## src/rtl/fft_cooley_tukey_helpers_sine_table_builder_if.sv

```systemverilog
// Handshake bundle for the sine table builder:
// quarter-wave sample input and packed table output.
interface fft_cooley_tukey_helpers_sine_table_builder_if #(
  parameter int BIT_WIDTH = 32,
  parameter int SIZE_FFT  = 8
);
  logic [BIT_WIDTH-1:0]          recv_msg;
  logic                          recv_val;
  logic                          recv_rdy;
  logic [SIZE_FFT*BIT_WIDTH-1:0] send_msg;
  logic                          send_val;
  logic                          send_rdy;

  modport master (
    output recv_msg, recv_val, send_rdy,
    input  recv_rdy, send_msg, send_val
  );

  modport slave (
    input  recv_msg, recv_val, send_rdy,
    output recv_rdy, send_msg, send_val
  );
endinterface

```

## src/rtl/fft_cooley_tukey_helpers_sine_table_builder.sv

```systemverilog
// Expands quarter-wave sine samples by symmetry
// into a packed full-period table for twiddles.
module fft_cooley_tukey_helpers_sine_table_builder #(
  parameter int BIT_WIDTH  = 32,
  parameter int DECIMAL_PT = 16,
  parameter int SIZE_FFT   = 8
) (
  input logic clk,
  input logic reset,
  fft_cooley_tukey_helpers_sine_table_builder_if.slave bus
);
  localparam int N  = SIZE_FFT;
  localparam int Q  = N / 4;
  localparam int JW = $clog2(Q + 1);

  localparam logic [BIT_WIDTH-1:0] MIN =
    {1'b1, {(BIT_WIDTH-1){1'b0}}};
  localparam logic [BIT_WIDTH-1:0] MAX = ~MIN;

  if (N < 4 || (N & (N - 1)) != 0 ||
      DECIMAL_PT >= BIT_WIDTH) begin : g_bad_param
    $error("sine table builder: bad parameters");
  end

  typedef enum logic {
    LOAD,
    HOLD
  } state_t;

  state_t r_state;
  state_t w_state_nxt;

  logic [JW-1:0]        r_j;
  logic [JW-1:0]        w_j_nxt;
  logic                 w_hs;
  logic                 w_last;
  logic [BIT_WIDTH-1:0] w_neg;

  assign w_hs   = bus.recv_val & (r_state == LOAD);
  assign w_last = (r_j == JW'(Q));

  // Negation of the most negative code clips to max.
  assign w_neg = (bus.recv_msg == MIN) ? MAX
                                       : -bus.recv_msg;

  assign bus.recv_rdy = (r_state == LOAD);
  assign bus.send_val = (r_state == HOLD);

  // Next state and sample counter.
  always_comb begin
    w_state_nxt = r_state;
    w_j_nxt     = r_j;
    unique case (r_state)
      LOAD: begin
        if (w_hs) begin
          if (w_last) begin
            w_state_nxt = HOLD;
            w_j_nxt     = '0;
          end else begin
            w_j_nxt = r_j + JW'(1);
          end
        end
      end
      HOLD: begin
        if (bus.send_rdy) begin
          w_state_nxt = LOAD;
        end
      end
      default: begin
        w_state_nxt = LOAD;
      end
    endcase
  end

  // State and counter registers.
  always_ff @(posedge clk or negedge reset) begin
    if (!reset) begin
      r_state <= LOAD;
      r_j     <= '0;
    end else begin
      r_state <= w_state_nxt;
      r_j     <= w_j_nxt;
    end
  end

  // Entry k mirrors quarter sample KJ, negated in
  // the second half-period.
  for (genvar k = 0; k < N; k++) begin : g_ent
    localparam int KJ =
      (k <= Q)     ? k :
      (k <= 2 * Q) ? 2 * Q - k :
      (k <= 3 * Q) ? k - 2 * Q :
                     N - k;
    localparam bit NEG = (k > 2 * Q);

    logic [BIT_WIDTH-1:0] r_ent;

    // Rewrite this entry when its sample arrives.
    always_ff @(posedge clk or negedge reset) begin
      if (!reset) begin
        r_ent <= '0;
      end else if (w_hs && r_j == JW'(KJ)) begin
        r_ent <= NEG ? w_neg : bus.recv_msg;
      end
    end

    assign bus.send_msg[(N-1-k)*BIT_WIDTH +: BIT_WIDTH] =
      r_ent;
  end
endmodule
```

## src/flat_wrapper.sv

```systemverilog
// flat-port wrapper written by rule: the top's interface ports become plain ports
module fft_cooley_tukey_helpers_sine_table_builder_flat 
#(
  parameter int BIT_WIDTH  = 32,
  parameter int DECIMAL_PT = 16,
  parameter int SIZE_FFT   = 8
)
  (clk, reset, bus_recv_msg, bus_recv_val, bus_send_rdy, bus_recv_rdy, bus_send_msg, bus_send_val);
  fft_cooley_tukey_helpers_sine_table_builder_if #(.BIT_WIDTH(BIT_WIDTH), .SIZE_FFT(SIZE_FFT)) bus_i ();
  input logic clk;
  input logic reset;
  input wire logic [$bits(bus_i.recv_msg)-1:0] bus_recv_msg;
  input wire logic [$bits(bus_i.recv_val)-1:0] bus_recv_val;
  input wire logic [$bits(bus_i.send_rdy)-1:0] bus_send_rdy;
  output wire logic [$bits(bus_i.recv_rdy)-1:0] bus_recv_rdy;
  output wire logic [$bits(bus_i.send_msg)-1:0] bus_send_msg;
  output wire logic [$bits(bus_i.send_val)-1:0] bus_send_val;
  assign bus_i.recv_msg = bus_recv_msg;
  assign bus_i.recv_val = bus_recv_val;
  assign bus_i.send_rdy = bus_send_rdy;
  assign bus_recv_rdy = bus_i.recv_rdy;
  assign bus_send_msg = bus_i.send_msg;
  assign bus_send_val = bus_i.send_val;
  fft_cooley_tukey_helpers_sine_table_builder #(.BIT_WIDTH(BIT_WIDTH), .DECIMAL_PT(DECIMAL_PT), .SIZE_FFT(SIZE_FFT)) u_core (.clk(clk), .reset(reset), .bus(bus_i));
endmodule
```

## config.mk

```make
export PLATFORM = sky130hd
export DESIGN_NAME = fft_cooley_tukey_helpers_sine_table_builder_flat
export DESIGN_NICKNAME = d
export VERILOG_FILES = /design/src/rtl/fft_cooley_tukey_helpers_sine_table_builder_if.sv /design/src/rtl/fft_cooley_tukey_helpers_sine_table_builder.sv /design/src/flat_wrapper.sv
export SDC_FILE = /design/constraint.sdc
export NUM_CORES = 1
export LEC_CHECK = 0
export CORE_UTILIZATION = 40
export DETAILED_ROUTE_END_ITERATION = 7
export PLACE_DENSITY = 0.86
export SLEW_MARGIN = 0
export SYNTH_ARGS = -nofsm -noshare
export SYNTH_HDL_FRONTEND = slang
export SYNTH_SLANG_ARGS = --single-unit
```

## constraint.sdc

```tcl
create_clock -name clk -period 3 [get_ports clk]
set_input_delay 0.6 -clock clk [delete_from_list [all_inputs] [get_ports clk]]
set_output_delay 0.6 -clock clk [all_outputs]
set_load 0.02 [all_outputs]
```

-- Word level (Yosys, flattened, before mapping)
Cells that the tools add are included.
- add/sub/neg operators: 2
- equal/unequal tests: 3
- multiplexer cells: 6
- bitwise logic cells: 2
- reductions and logical operators: 5
- operator list (operator ; number):
    $eq 32x32->1 const B ; 1
    $mux 32 ; 1
    $neg 32->32 ; 1
    $logic_and 1x1->1 ; 3
    $mux 1 ; 3
    $add 2x1->2 const B ; 1
    $eq 2x1->1 const B ; 1
    $eq 2x2->1 const B ; 1
    $logic_not 2->1 ; 1
    $mux 2 ; 1
    $pmux 1 s2 ; 1
    $reduce_and 2->1 ; 1
    $and 1x1->1 ; 1
    $not 1->1 ; 1
- bits in registers: 163
- bits of input ports: 36
- output and inout bits: 258
- word-level logic and storage cells: 25

-- Depth between registers and ports, before layout
Gate-level depths: netlist of run 1.
- word-level depth: 4
- mapped depth: 9
- depth with buffers taken out: 7

-- Least setup slack after synthesis of run 1
Ideal clock, no wire load.
- path type: input port to flip-flop
- start point: input port bus_recv_msg[0]
- end point: register u_core.g_ent[5].r_ent[28]
- setup time: 0.136 ns
- arrival time: 2.192 ns
- data required time: 2.864 ns
- setup slack: 0.672 ns
- cell stages on the path: 7
- buffers on the path: 0
- path through: inv_1 > ha_1 > nor3b_2 > nand4b_4 > or4_1 > a21oi_1 > o21ai_0
- longest elaborated chain between the ends: 2
- elaborated cells between the ends (all ways): 3
- classes of those cells: add/sub: 1; eq/ne: 1; mux: 1
- ends and longest elaborated chain (item ; line ; source):
    from (decl) ; flat_wrapper.sv:12 ; input wire logic [$bits(bus_i.recv_msg)-1:0] bus_recv_msg;
    $neg 32->32 or $eq 32x32->1 (tied branches) ; fft_cooley_tukey_helpers_sine_table_builder.sv:44, fft_cooley_tukey_helpers_sine_table_builder.sv:43 ;
    $mux 32 * ; fft_cooley_tukey_helpers_sine_table_builder.sv:43 ; assign w_neg = (bus.recv_msg == MIN) ? MAX
    to (signal assigned) ; fft_cooley_tukey_helpers_sine_table_builder.sv:103 ; r_ent <= NEG ? w_neg : bus.recv_msg;
    to (decl) ; fft_cooley_tukey_helpers_sine_table_builder.sv:96 ; logic [BIT_WIDTH-1:0] r_ent;
Every way passes the cells marked *; elsewhere a longest branch is shown, timed or not.
A chain may end at the register's enable or synchronous reset.

-- Final worst setup path of run 1
- start point: input port bus_recv_msg[1]
- end point: register u_core.g_ent[5].r_ent[26]
Same word-level chain as after synthesis.

==> impl_metrics.env, run 1 <==
export IMPL_outcome="finished, violations left"
export IMPL_violations="DRC"
export IMPL_drv_slew=0
export IMPL_core_area_mm2=0.01809
export IMPL_intPower_mw=8.098
export IMPL_synth_compound_area_frac=0.07578
export IMPL_grtUsageTotal=0.2413
export IMPL_dp_hpwl_mm=16.72
export IMPL_synth_cells=732
export IMPL_cts_root_buf="clkbuf_16"
export IMPL_synth_xor_xnor_area_share=0.02476
export IMPL_cellLeakagePower_nw=4.773
export IMPL_yosys_area_share_simple=0.1743
export IMPL_ir_worst_vdd_mv=0.7628
export IMPL_pre_cts_ws_ps=114.7
export IMPL_worst_slew_pin_slew_ps=723.0
export IMPL_cellPowerDensity_mw_per_mm2=1260
export IMPL_synth_seq_area_share=0.5490
export IMPL_grt_antenna_before_repair=2
export IMPL_netlist_area_mm2=0.007430
export IMPL_grt_pass1_wl_mm=35.27
export IMPL_drtAntennaViolNets=0
export IMPL_switching_share=0.4068
export IMPL_die_w_um=138.3
export IMPL_fin_util=0.5990
export IMPL_clk_pin_slew_worst_paths_ps=70
export IMPL_clk_latency_ps=420
export IMPL_grt_max_degree=79
export IMPL_critPathLaunchType="input port"
export IMPL_firstDrtPassIters=7
export IMPL_setup_viol=0
export IMPL_tns_ps=0
export IMPL_pwr_share_clk=0.157
export IMPL_p_seq_frac=0.300
export IMPL_clock_fmax_mhz=402.6
export IMPL_cp_end_kind="flop"
export IMPL_ys_ff_latch=163
export IMPL_layout_nets=1003
export IMPL_cts_tree="yes"
export IMPL_mostFrequentLayoutCells="292 x clkdlybuf4s50_1, 221 x nand2_1, 163 x dfrtp_1"
export IMPL_crit_type="input port to flop"
export IMPL_required_ps=3290
export IMPL_vias_per_cell=5.086
export IMPL_hold_viol=0
export IMPL_crit_arrival_ps=2780
export IMPL_p_sw_mw=5.553
export IMPL_holdBufCountCts=0
export IMPL_synth_mux_area_frac=0.05153
export IMPL_cts_max_path_buffers=2
export IMPL_rsz0062_at_grt="no"
export IMPL_rrSetupSlack_ps=1120
export IMPL_io_pins=294
export IMPL_route_detailed_drc=36
export IMPL_routed_wl_mm=22.62
export IMPL_skew_ps=5.930
export IMPL_final_min_clock_period_ps=2484
export IMPL_dr_total_vias=6154
export IMPL_combinationalPowerShare=0.543
export IMPL_ctsHtreeMaxLevel=4
export IMPL_post_cts_buffers=0
export IMPL_place_gp_congestion=0.8029
export IMPL_worstPathMaxFanout=8
export IMPL_wl_per_cell_um=18.70
export IMPL_die_area_mm2=0.01912
export IMPL_synth_distinct_cells=38
export IMPL_post_cts_resize_count=0
export IMPL_max_cap_violations=0
export IMPL_cts_made_buffers=17
export IMPL_synth_adder_area_share=0.001684
export IMPL_portBuffers=293
export IMPL_holdCritPathClass="input port to asynchronous set/reset pin"
export IMPL_start_util=0.4108
export IMPL_final_common_cell="clkdlybuf4s50_1"
export IMPL_die_y_um=138.3
export IMPL_syn2layout_area_growth_pct=45.81
export IMPL_postSynthAreaPerCell_um2=10.15
export IMPL_placementRows=49
export IMPL_synth_top_family_by_area="simple AND/OR/NAND/NOR gates"
export IMPL_drive_above_1_share=0.1369
export IMPL_numClockSinks=163
export IMPL_slew_headroom=0.5180
export IMPL_grt_pass1_vias=6072
export IMPL_syn_nets=769
export IMPL_grt_ovfl_total=0
export IMPL_finalCritPeriodShare=0.8279
export IMPL_synth_warnings=0
export IMPL_drtIter0Drc=456
export IMPL_finalWorstSetupSlack_ps=516.2
flip-flops by register name, summed over array words and instances, names as in the netlist:
register             count
u_core.g_ent.r_ent     160
u_core.bus.send_val      1
u_core.r_j               2
power groups by stage:
| stage | logic (mW) | registers [mW] | clock network [mW] |
|---|---|---|---|
| after floorplan | 3.11 | 5.18 | 0 |
| after global routing | 7.78 | 4.23 | 2.27 |
| final | 7.42 | 4.09 | 2.14 |
| after detailed placement | 7.45 | 4.11 | 0 |
| after global placement | 7.30 | 4.06 | 0 |
| after CTS | 7.47 | 4.10 | 2.17 |
layout make-up:
cell class                 count  area, um2
multi-input combinational    433       2450
sequential                   163       4079
clock buffer                  20      446.7
antenna                        2      5.005
clock inverter                12      132.6
inverter                       3      11.26
timing repair buffer         348       3422
tap                          229      286.5
fill                        1504       7253
critical path, cell delays in order:
cell             delay, ps
clkdlybuf4s50_1        520
inv_1                  150
ha_1                   190
nor3b_2                280
nand4b_4               220
or4_1                  520
a21oi_1                200
o21ai_0                100
cells by family after synthesis:
logic type / after synthesis
flops: 163
buf+inv: 136
mux: 34
fa+ha+maj: 1
simple gates: 293
xor+xnor: 21
compound gates: 84
metal layers:
layer	part of all wire	routed length (um)	track usage
met5	0	0	0
met4	0.022	495	0.08634
met3	0.069	1554	0.05785
met2	0.51	11530	0.4160
met1	0.40	9038	0.2954
through the flow:
| step | total power [mW] | cells | hold slack, ps | cell area [um2] |
|---|---|---|---|---|
| after floorplan | 8.287 | 732 | 304.4 | 7430 |
| after global placement | 11.37 | 1176 | 457.3 | 10250 |
| after detailed placement | 11.56 | 1176 | 461.6 | 10250 |
| after CTS | 13.74 | 1208 | 239.1 | 10830 |
| after global routing | 14.28 | 1210 | 263.0 | 10830 |
| final | 13.65 | 1210 | 228.2 | 10830 |
path summary, 6_finish.rpt:
path | start | to | cells past startpoint
hold / removal | reset | u_core.g_ent[6].r_ent[16]$_DFFE_PN0P_ | 1
max in group asynchronous | reset | u_core.g_ent[2].r_ent[22]$_DFFE_PN0P_ | 2
min in group clk | u_core.g_ent[2].r_ent[15]$_DFFE_PN0P_ | u_core.g_ent[2].r_ent[15]$_DFFE_PN0P_ | 2
setup / recovery | bus_recv_msg[1] | u_core.g_ent[5].r_ent[26]$_DFFE_PN0P_ | 8
setup reg to reg | u_core.bus.send_val$_DFF_PN0_ | u_core.g_ent[6].r_ent[1]$_DFFE_PN0P_ | 6
hold reg to reg | u_core.g_ent[2].r_ent[15]$_DFFE_PN0P_ | u_core.g_ent[2].r_ent[15]$_DFFE_PN0P_ | 2
Yosys cell counts:
| cell | n | area [um2] |
|---|---|---|
| a31oi_1 | 1 | 6.260 |
| nor3b_2 | 1 | 12.51 |
| xor2_1 | 9 | 78.83 |
| buf_2 | 1 | 5.000 |
| buf_6 | 5 | 56.30 |
| clkbuf_1 | 30 | 112.6 |
| o21ai_0 | 32 | 160.2 |
| nor2b_1 | 1 | 6.260 |
| o31ai_1 | 6 | 45.04 |
| xnor2_1 | 12 | 105.1 |
| or2_2 | 2 | 12.51 |
| buf_4 | 97 | 728.2 |
| o21ai_1 | 1 | 5.000 |
| nor4_1 | 8 | 50.05 |
| nor2_1 | 23 | 86.33 |
| nor4_2 | 1 | 12.51 |
| or3_1 | 3 | 18.77 |
| nand4b_4 | 1 | 23.77 |
| nand4_1 | 1 | 6.260 |
| nor3_1 | 7 | 35.03 |
| nand3b_1 | 1 | 7.510 |
| ha_1 | 1 | 12.51 |
| o22a_1 | 32 | 280.3 |
| a21o_1 | 1 | 7.510 |
| nand4b_2 | 1 | 15.01 |
| and2_0 | 2 | 12.51 |
| nand2_1 | 223 | 837.1 |
| a21oi_1 | 10 | 50.05 |
| dfrtp_1 | 163 | 4079 |
| inv_1 | 3 | 11.26 |
| nor4_4 | 2 | 42.54 |
| nor3_4 | 1 | 16.27 |
| nand3_1 | 4 | 20.02 |
| or4_1 | 7 | 52.55 |
| mux2_2 | 34 | 382.9 |
| nand2b_1 | 3 | 18.77 |
| o31a_1 | 1 | 8.760 |
| nand4b_1 | 1 | 8.760 |
Power figures use the tool's default switching activity.
==> inputs of run 2 (changes only) <==
- clock period: 3 -> 2.3 ns (I/O delays scaled with it)
==> run 2 against run 1 <==
The run still ends with DRC left. Sequential cell count unchanged. First-iteration DRC count is 6.1% lower. Critical path depth decreased by 2. Utilization rose by 2.0 points. Register-to-register slack worse by 530 ps. Via count increased by 1.1%. Final area is 3.4% higher. Cell count increased by 2.5%. Clock-buffer cell count unchanged. Largest cell class unchanged. Largest power group unchanged.
==> impl_metrics.env, run 2 (synthesis gave the netlist of run 1 again) <==
export IMPL_outcome="finished, violations left"
export IMPL_violations="DRC"
export IMPL_routed_wl_mm=22.81
export IMPL_die_w_um=138.3
export IMPL_wl_per_cell_um=18.40
export IMPL_cts_made_buffers=17
export IMPL_cellPowerDensity_mw_per_mm2=1618
export IMPL_crit_arrival_ps=2490
export IMPL_clk_latency_ps=410
export IMPL_dpl_cell_area_mm2=0.01052
export IMPL_required_ps=2590
export IMPL_hold_viol=0
export IMPL_worst_slew_pin_slew_ps=417.5
export IMPL_rsz0062_at_grt="no"
export IMPL_cts_root_buf="clkbuf_16"
export IMPL_route_detailed_drc=36
export IMPL_portBuffers=293
export IMPL_grt_ovfl_total=0
export IMPL_grtUsageTotal=0.2436
export IMPL_mostFrequentLayoutCells="290 x clkdlybuf4s50_1, 221 x nand2_1, 163 x dfrtp_1"
export IMPL_critPathLaunchType="input port"
export IMPL_n_antenna_cell=0
export IMPL_tns_ps=0
export IMPL_syn2layout_area_growth_pct=50.74
export IMPL_grt_pass1_vias=6339
export IMPL_slew_headroom=0.7216
export IMPL_rrSetupSlack_ps=590
export IMPL_cp_end_kind="flop"
export IMPL_ir_worst_vdd_mv=0.9853
export IMPL_drtAntennaViolNets=0
export IMPL_regMostFlops="u_core.g_ent.r_ent"
export IMPL_drtIter0Drc=428
export IMPL_core_area_mm2=0.01809
export IMPL_largest_reg_flops=160
export IMPL_grt_antenna_before_repair=0
export IMPL_cellLeakagePower_nw=4.999
export IMPL_final_min_clock_period_ps=2197
export IMPL_place_gp_congestion=0.8079
export IMPL_final_common_cell="clkdlybuf4s50_1"
export IMPL_clk_pin_slew_worst_paths_ps=60
export IMPL_numClockSinks=163
export IMPL_drive_above_1_share=0.1672
export IMPL_crit_type="input port to flop"
export IMPL_dp_hpwl_mm=16.84
export IMPL_worstPathMaxFanout=4
export IMPL_cts_max_path_buffers=2
export IMPL_firstDrtPassIters=7
export IMPL_setup_viol=0
export IMPL_grt_max_degree=64
export IMPL_die_y_um=138.3
export IMPL_placementRows=49
export IMPL_layout_nets=1038
export IMPL_ctsHtreeMaxLevel=4
export IMPL_start_util=0.4108
export IMPL_skew_ps=7.740
export IMPL_die_area_mm2=0.01912
export IMPL_finish_instance_area_mm2=0.01120
export IMPL_finalCritPeriodShare=0.9554
export IMPL_grt_pass1_wl_mm=35.94
export IMPL_vias_per_cell=5.015
export IMPL_max_cap_violations=0
export IMPL_holdCritPathClass="input port to asynchronous set/reset pin"
export IMPL_clock_fmax_mhz=455.1
export IMPL_cts_tree="yes"
export IMPL_dr_total_vias=6219
export IMPL_drv_slew=0
export IMPL_power_total_mw=18.12
export IMPL_io_pins=294
==> run 2: worst paths after layout <==
| kind | startpoint | endpoint | cells past startpoint |
|---|---|---|---|
| min in group clk | u_core.g_ent[2].r_ent[14]$_DFFE_PN0P_ | u_core.g_ent[2].r_ent[14]$_DFFE_PN0P_ | 2 |
| max | bus_recv_msg[26] | u_core.g_ent[5].r_ent[31]$_DFFE_PN0P_ | 6 |
| max reg2reg | u_core.bus.send_val$_DFF_PN0_ | u_core.g_ent[1].r_ent[19]$_DFFE_PN0P_ | 6 |
| max in group asynchronous | reset | u_core.g_ent[1].r_ent[30]$_DFFE_PN0P_ | 3 |
| min reg2reg | u_core.g_ent[2].r_ent[14]$_DFFE_PN0P_ | u_core.g_ent[2].r_ent[14]$_DFFE_PN0P_ | 2 |
| min | reset | u_core.g_ent[0].r_ent[15]$_DFFE_PN0P_ | 2 |
==> run 2: timing repair <==
action                                 in CTS  in global routing
resized for setup                           0                  5
endpoints found under the hold margin      27                  0
setup endpoints to repair                   0                 58
hold buffers                                1                  0
setup buffers                               0                  1
==> run 2: per-stage QoR <==
stage | setup WS, ps | hold slack [ps] | util | cells
2_1_floorplan | 112.0 | 164.4 | - | 732
3_3_place_gp | -344.5 | 359.7 | 0.5817 | 1209
3_5_place_dp | -394.6 | 361.3 | 0.5817 | 1209
4_1_cts | 30.72 | 477.6 | 0.6175 | 1239
5_1_grt | 3.739 | 495.8 | 0.6192 | 1240
6_report | 102.5 | 475.3 | 0.6192 | 1240
==> run 2: worst max-delay path, cell delays in order <==
cell and delay, ps:
clkdlybuf4s50_1 460, or4_1 580, or3_1 350, nor4_1 320, xor2_1 210, o21ai_0 100
==> run 2: where the power goes <==
group | leakage (nW) | switching, mW | total [mW] | internal (mW)
Sequential | 1.97 | 1.07 | 5.32 | 4.24
Clock | 0.308 | 1.10 | 3.06 | 1.97
Combinational | 2.72 | 5.00 | 9.74 | 4.73
==> run 2: routing by layer <==
metal,track usage,routed length [um],part of all wire,vias to the layer above
met1,0.2917,9180,0.40,3096
li1,-,-,-,2863
met5,0,0,0,-
met3,0.05715,1362,0.060,28
met4,0.06978,378,0.017,0
met2,0.4364,11890,0.52,232
==> run 2: final cells by class <==
type / count / area (um2)
Multi-Input combinational cell: 433 / 2469
Sequential cell: 163 / 4079
Tap cell: 229 / 286.5
Inverter: 3 / 11.26
Timing Repair Buffer: 383 / 3717
Fill cell: 1471 / 6887
Clock inverter: 9 / 180.2
Clock buffer: 20 / 456.7
==> inputs of run 3 (changes only) <==
- CORE_UTILIZATION: 40 -> 25
- PLACE_DENSITY: 0.86 -> 0.62
==> run 3 against run 2 <==
The run ends with hold timing left. First-iteration DRC count decreased by 26%. Sequential power about the same. Register-to-register slack hardly changed. Clock skew about the same.
==> impl_metrics.env, run 3 (synthesis gave the netlist of run 1 again) <==
export IMPL_start_util=0.2568
export IMPL_die_area_mm2=0.03041
export IMPL_regMostFlops="u_core.g_ent.r_ent"
export IMPL_rrSetupSlack_ps=580
export IMPL_fin_util=0.3938
export IMPL_skew_ps=7.334
export IMPL_critPathLaunchType="input port"
export IMPL_ir_worst_vdd_mv=0.7504
export IMPL_use_met2=0.2772
export IMPL_r2r_end="u_core.g_ent[6].r_ent[21]$_DFFE_PN0P_"
export IMPL_die_y_um=174.4
export IMPL_routed_wl_mm=24.78
export IMPL_clk_pin_slew_worst_paths_ps=60
export IMPL_cellLeakagePower_nw=4.995
export IMPL_worstPathCellList="clkdlybuf4s50_1 > or4_4 > or3_1 > nor4_2 > xor2_1 > o21ai_0"
export IMPL_crit_slowest_cell="or4_4"
export IMPL_grtUsageTotal=0.1657
export IMPL_clock_fmax_mhz=450.2
export IMPL_final_common_cell="clkdlybuf4s50_1"
export IMPL_cts_made_buffers=17
export IMPL_dr_total_vias=6088
export IMPL_slew_headroom=0.6362
export IMPL_pre_cts_ws_ps=-480.6
export IMPL_grt_pass1_vias=6208
export IMPL_grt_ovfl_total=0
export IMPL_finalCritPeriodShare=0.9657
export IMPL_grt_util_met1=0.2117
export IMPL_cellPowerDensity_mw_per_mm2=1589
export IMPL_holdCritPathClass="input port to asynchronous set/reset pin"
export IMPL_portBuffers=293
export IMPL_largest_reg_flops=160
export IMPL_path_delay_family="simple AND/OR/NAND/NOR gates"
export IMPL_max_cap_violations=0
export IMPL_crit_type="input port to flop"
export IMPL_layout_nets=1038
export IMPL_mostFrequentLayoutCells="292 x clkdlybuf4s50_1, 220 x nand2_1, 163 x dfrtp_1"
export IMPL_num_fill_cells=2843
export IMPL_worst_slew_pin_slew_ps=545.6
export IMPL_die_w_um=174.4
export IMPL_worstPathMaxFanout=4
export IMPL_max_stage_delay_ps=580
export IMPL_drtIter0Drc=316
export IMPL_ctsHtreeMaxLevel=4
export IMPL_outcome="finished, violations left"
export IMPL_wl_per_cell_um=17.73
export IMPL_core_area_mm2=0.02894
export IMPL_violations="hold timing"
export IMPL_grt_pass1_wl_mm=37.86
export IMPL_crit_arrival_ps=2520
export IMPL_place_gp_congestion=0.7443
export IMPL_numClockSinks=163
export IMPL_final_min_clock_period_ps=2221
export IMPL_grt_antenna_before_repair=0
export IMPL_power_total_mw=18.10
export IMPL_firstDrtPassIters=4
export IMPL_io_pins=294
export IMPL_cts_root_buf="clkbuf_16"
export IMPL_finalWorstSetupSlack_ps=78.94
export IMPL_post_cts_buffers=0
export IMPL_dp_hpwl_mm=18.23
export IMPL_busiest_layer="met2"
export IMPL_drv_slew=0
export IMPL_drive_above_1_share=0.1726
export IMPL_cts_tree="yes"
export IMPL_syn2layout_area_growth_pct=53.38
export IMPL_cp_end_kind="flop"
export IMPL_placementRows=62
export IMPL_n_antenna_cell=0
export IMPL_required_ps=2600
export IMPL_cts_max_path_buffers=2
export IMPL_use_met3=0.04003
export IMPL_hold_viol=2
export IMPL_setup_viol=0
export IMPL_grt_max_degree=64
export IMPL_drtAntennaViolNets=0
export IMPL_vias_per_cell=4.355
export IMPL_clk_latency_ps=420
export IMPL_crit_start="bus_recv_msg[27]"
export IMPL_worst_hold_slack_ps=-1.630
export IMPL_r2r_start="u_core.bus.send_val$_DFF_PN0_"
export IMPL_path_buf_inv=1
export IMPL_rr_worst_depth=6
export IMPL_route_detailed_drc=0
-- run 3: changes by cell type in the layout (fill, tap and decap cells not counted), moves of 2 or more --
cell and change:
clkbuf_1 +2, inv_6 +2, clkbuf_8 -2, dlymetal6s2s_1 -2
clkdlybuf4s50_1 +2
-- run 3: where the power goes --
part / internal (mW) / leakage [nW] / switching, mW
Combinational: 4.76 / 2.73 / 5.02
Clock: 1.83 / 0.295 / 1.20
Sequential: 4.24 / 1.97 / 1.05
-- run 3: layout make-up --
cell class | count | area (um2) | share of cell area
flip-flops and latches | 163 | 4079 | 0.3579
repair buffers | 383 | 3710 | 0.3255
multi-input cells | 433 | 2499 | 0.2193
well taps | 384 | 480.5 | 0.04216
clock buffers | 20 | 436.7 | 0.03832
clock inverters | 12 | 180.2 | 0.01581
inverters | 3 | 11.26 | 0.0009881
-- run 3: worst max path at each step --
| stage | cells past startpoint | slack [ps] | end |
|---|---|---|---|
| after floorplan | 7 | 110 | u_core.g_ent[5].r_ent[28]$_DFFE_PN0P_ |
| after global placement | 7 | -490 | u_core.g_ent[6].r_ent[25]$_DFFE_PN0P_ |
| after detailed placement | 8 | -480 | u_core.g_ent[6].r_ent[29]$_DFFE_PN0P_ |
| after CTS | 6 | 50 | u_core.g_ent[6].r_ent[31]$_DFFE_PN0P_ |
| after global routing | 6 | -6 | u_core.g_ent[6].r_ent[31]$_DFFE_PN0P_ |
| final | 6 | 80 | u_core.g_ent[6].r_ent[31]$_DFFE_PN0P_ |
-- run 3: timing repair --
action                                  4_1_cts  5_1_grt
hold buffers                                  0        0
resized for setup                             1        8
endpoints found under the setup margin       12       16
pin swaps                                     0        1
-- run 3: through the flow --
stage | hold WS (ps) | instances | TNS, ps | instance area [um2]
2_1_floorplan | 164.4 | 732 | 0 | 7430
3_3_place_gp | 457.4 | 1366 | -25640 | 10730
3_5_place_dp | 462.1 | 1366 | -25410 | 10730
4_1_cts | 2.899 | 1398 | 0 | 11350
5_1_grt | 23.41 | 1398 | -5.860 | 11400
6_report | -1.630 | 1398 | 0 | 11400
-- run 3: routing by layer --
layer	routed length (um)	part of all wire	up-vias
met5	0	0	-
met4	313	0.013	0
met3	1593	0.064	18
met2	12050	0.49	195
met1	10830	0.44	3015
li1	-	-	2860
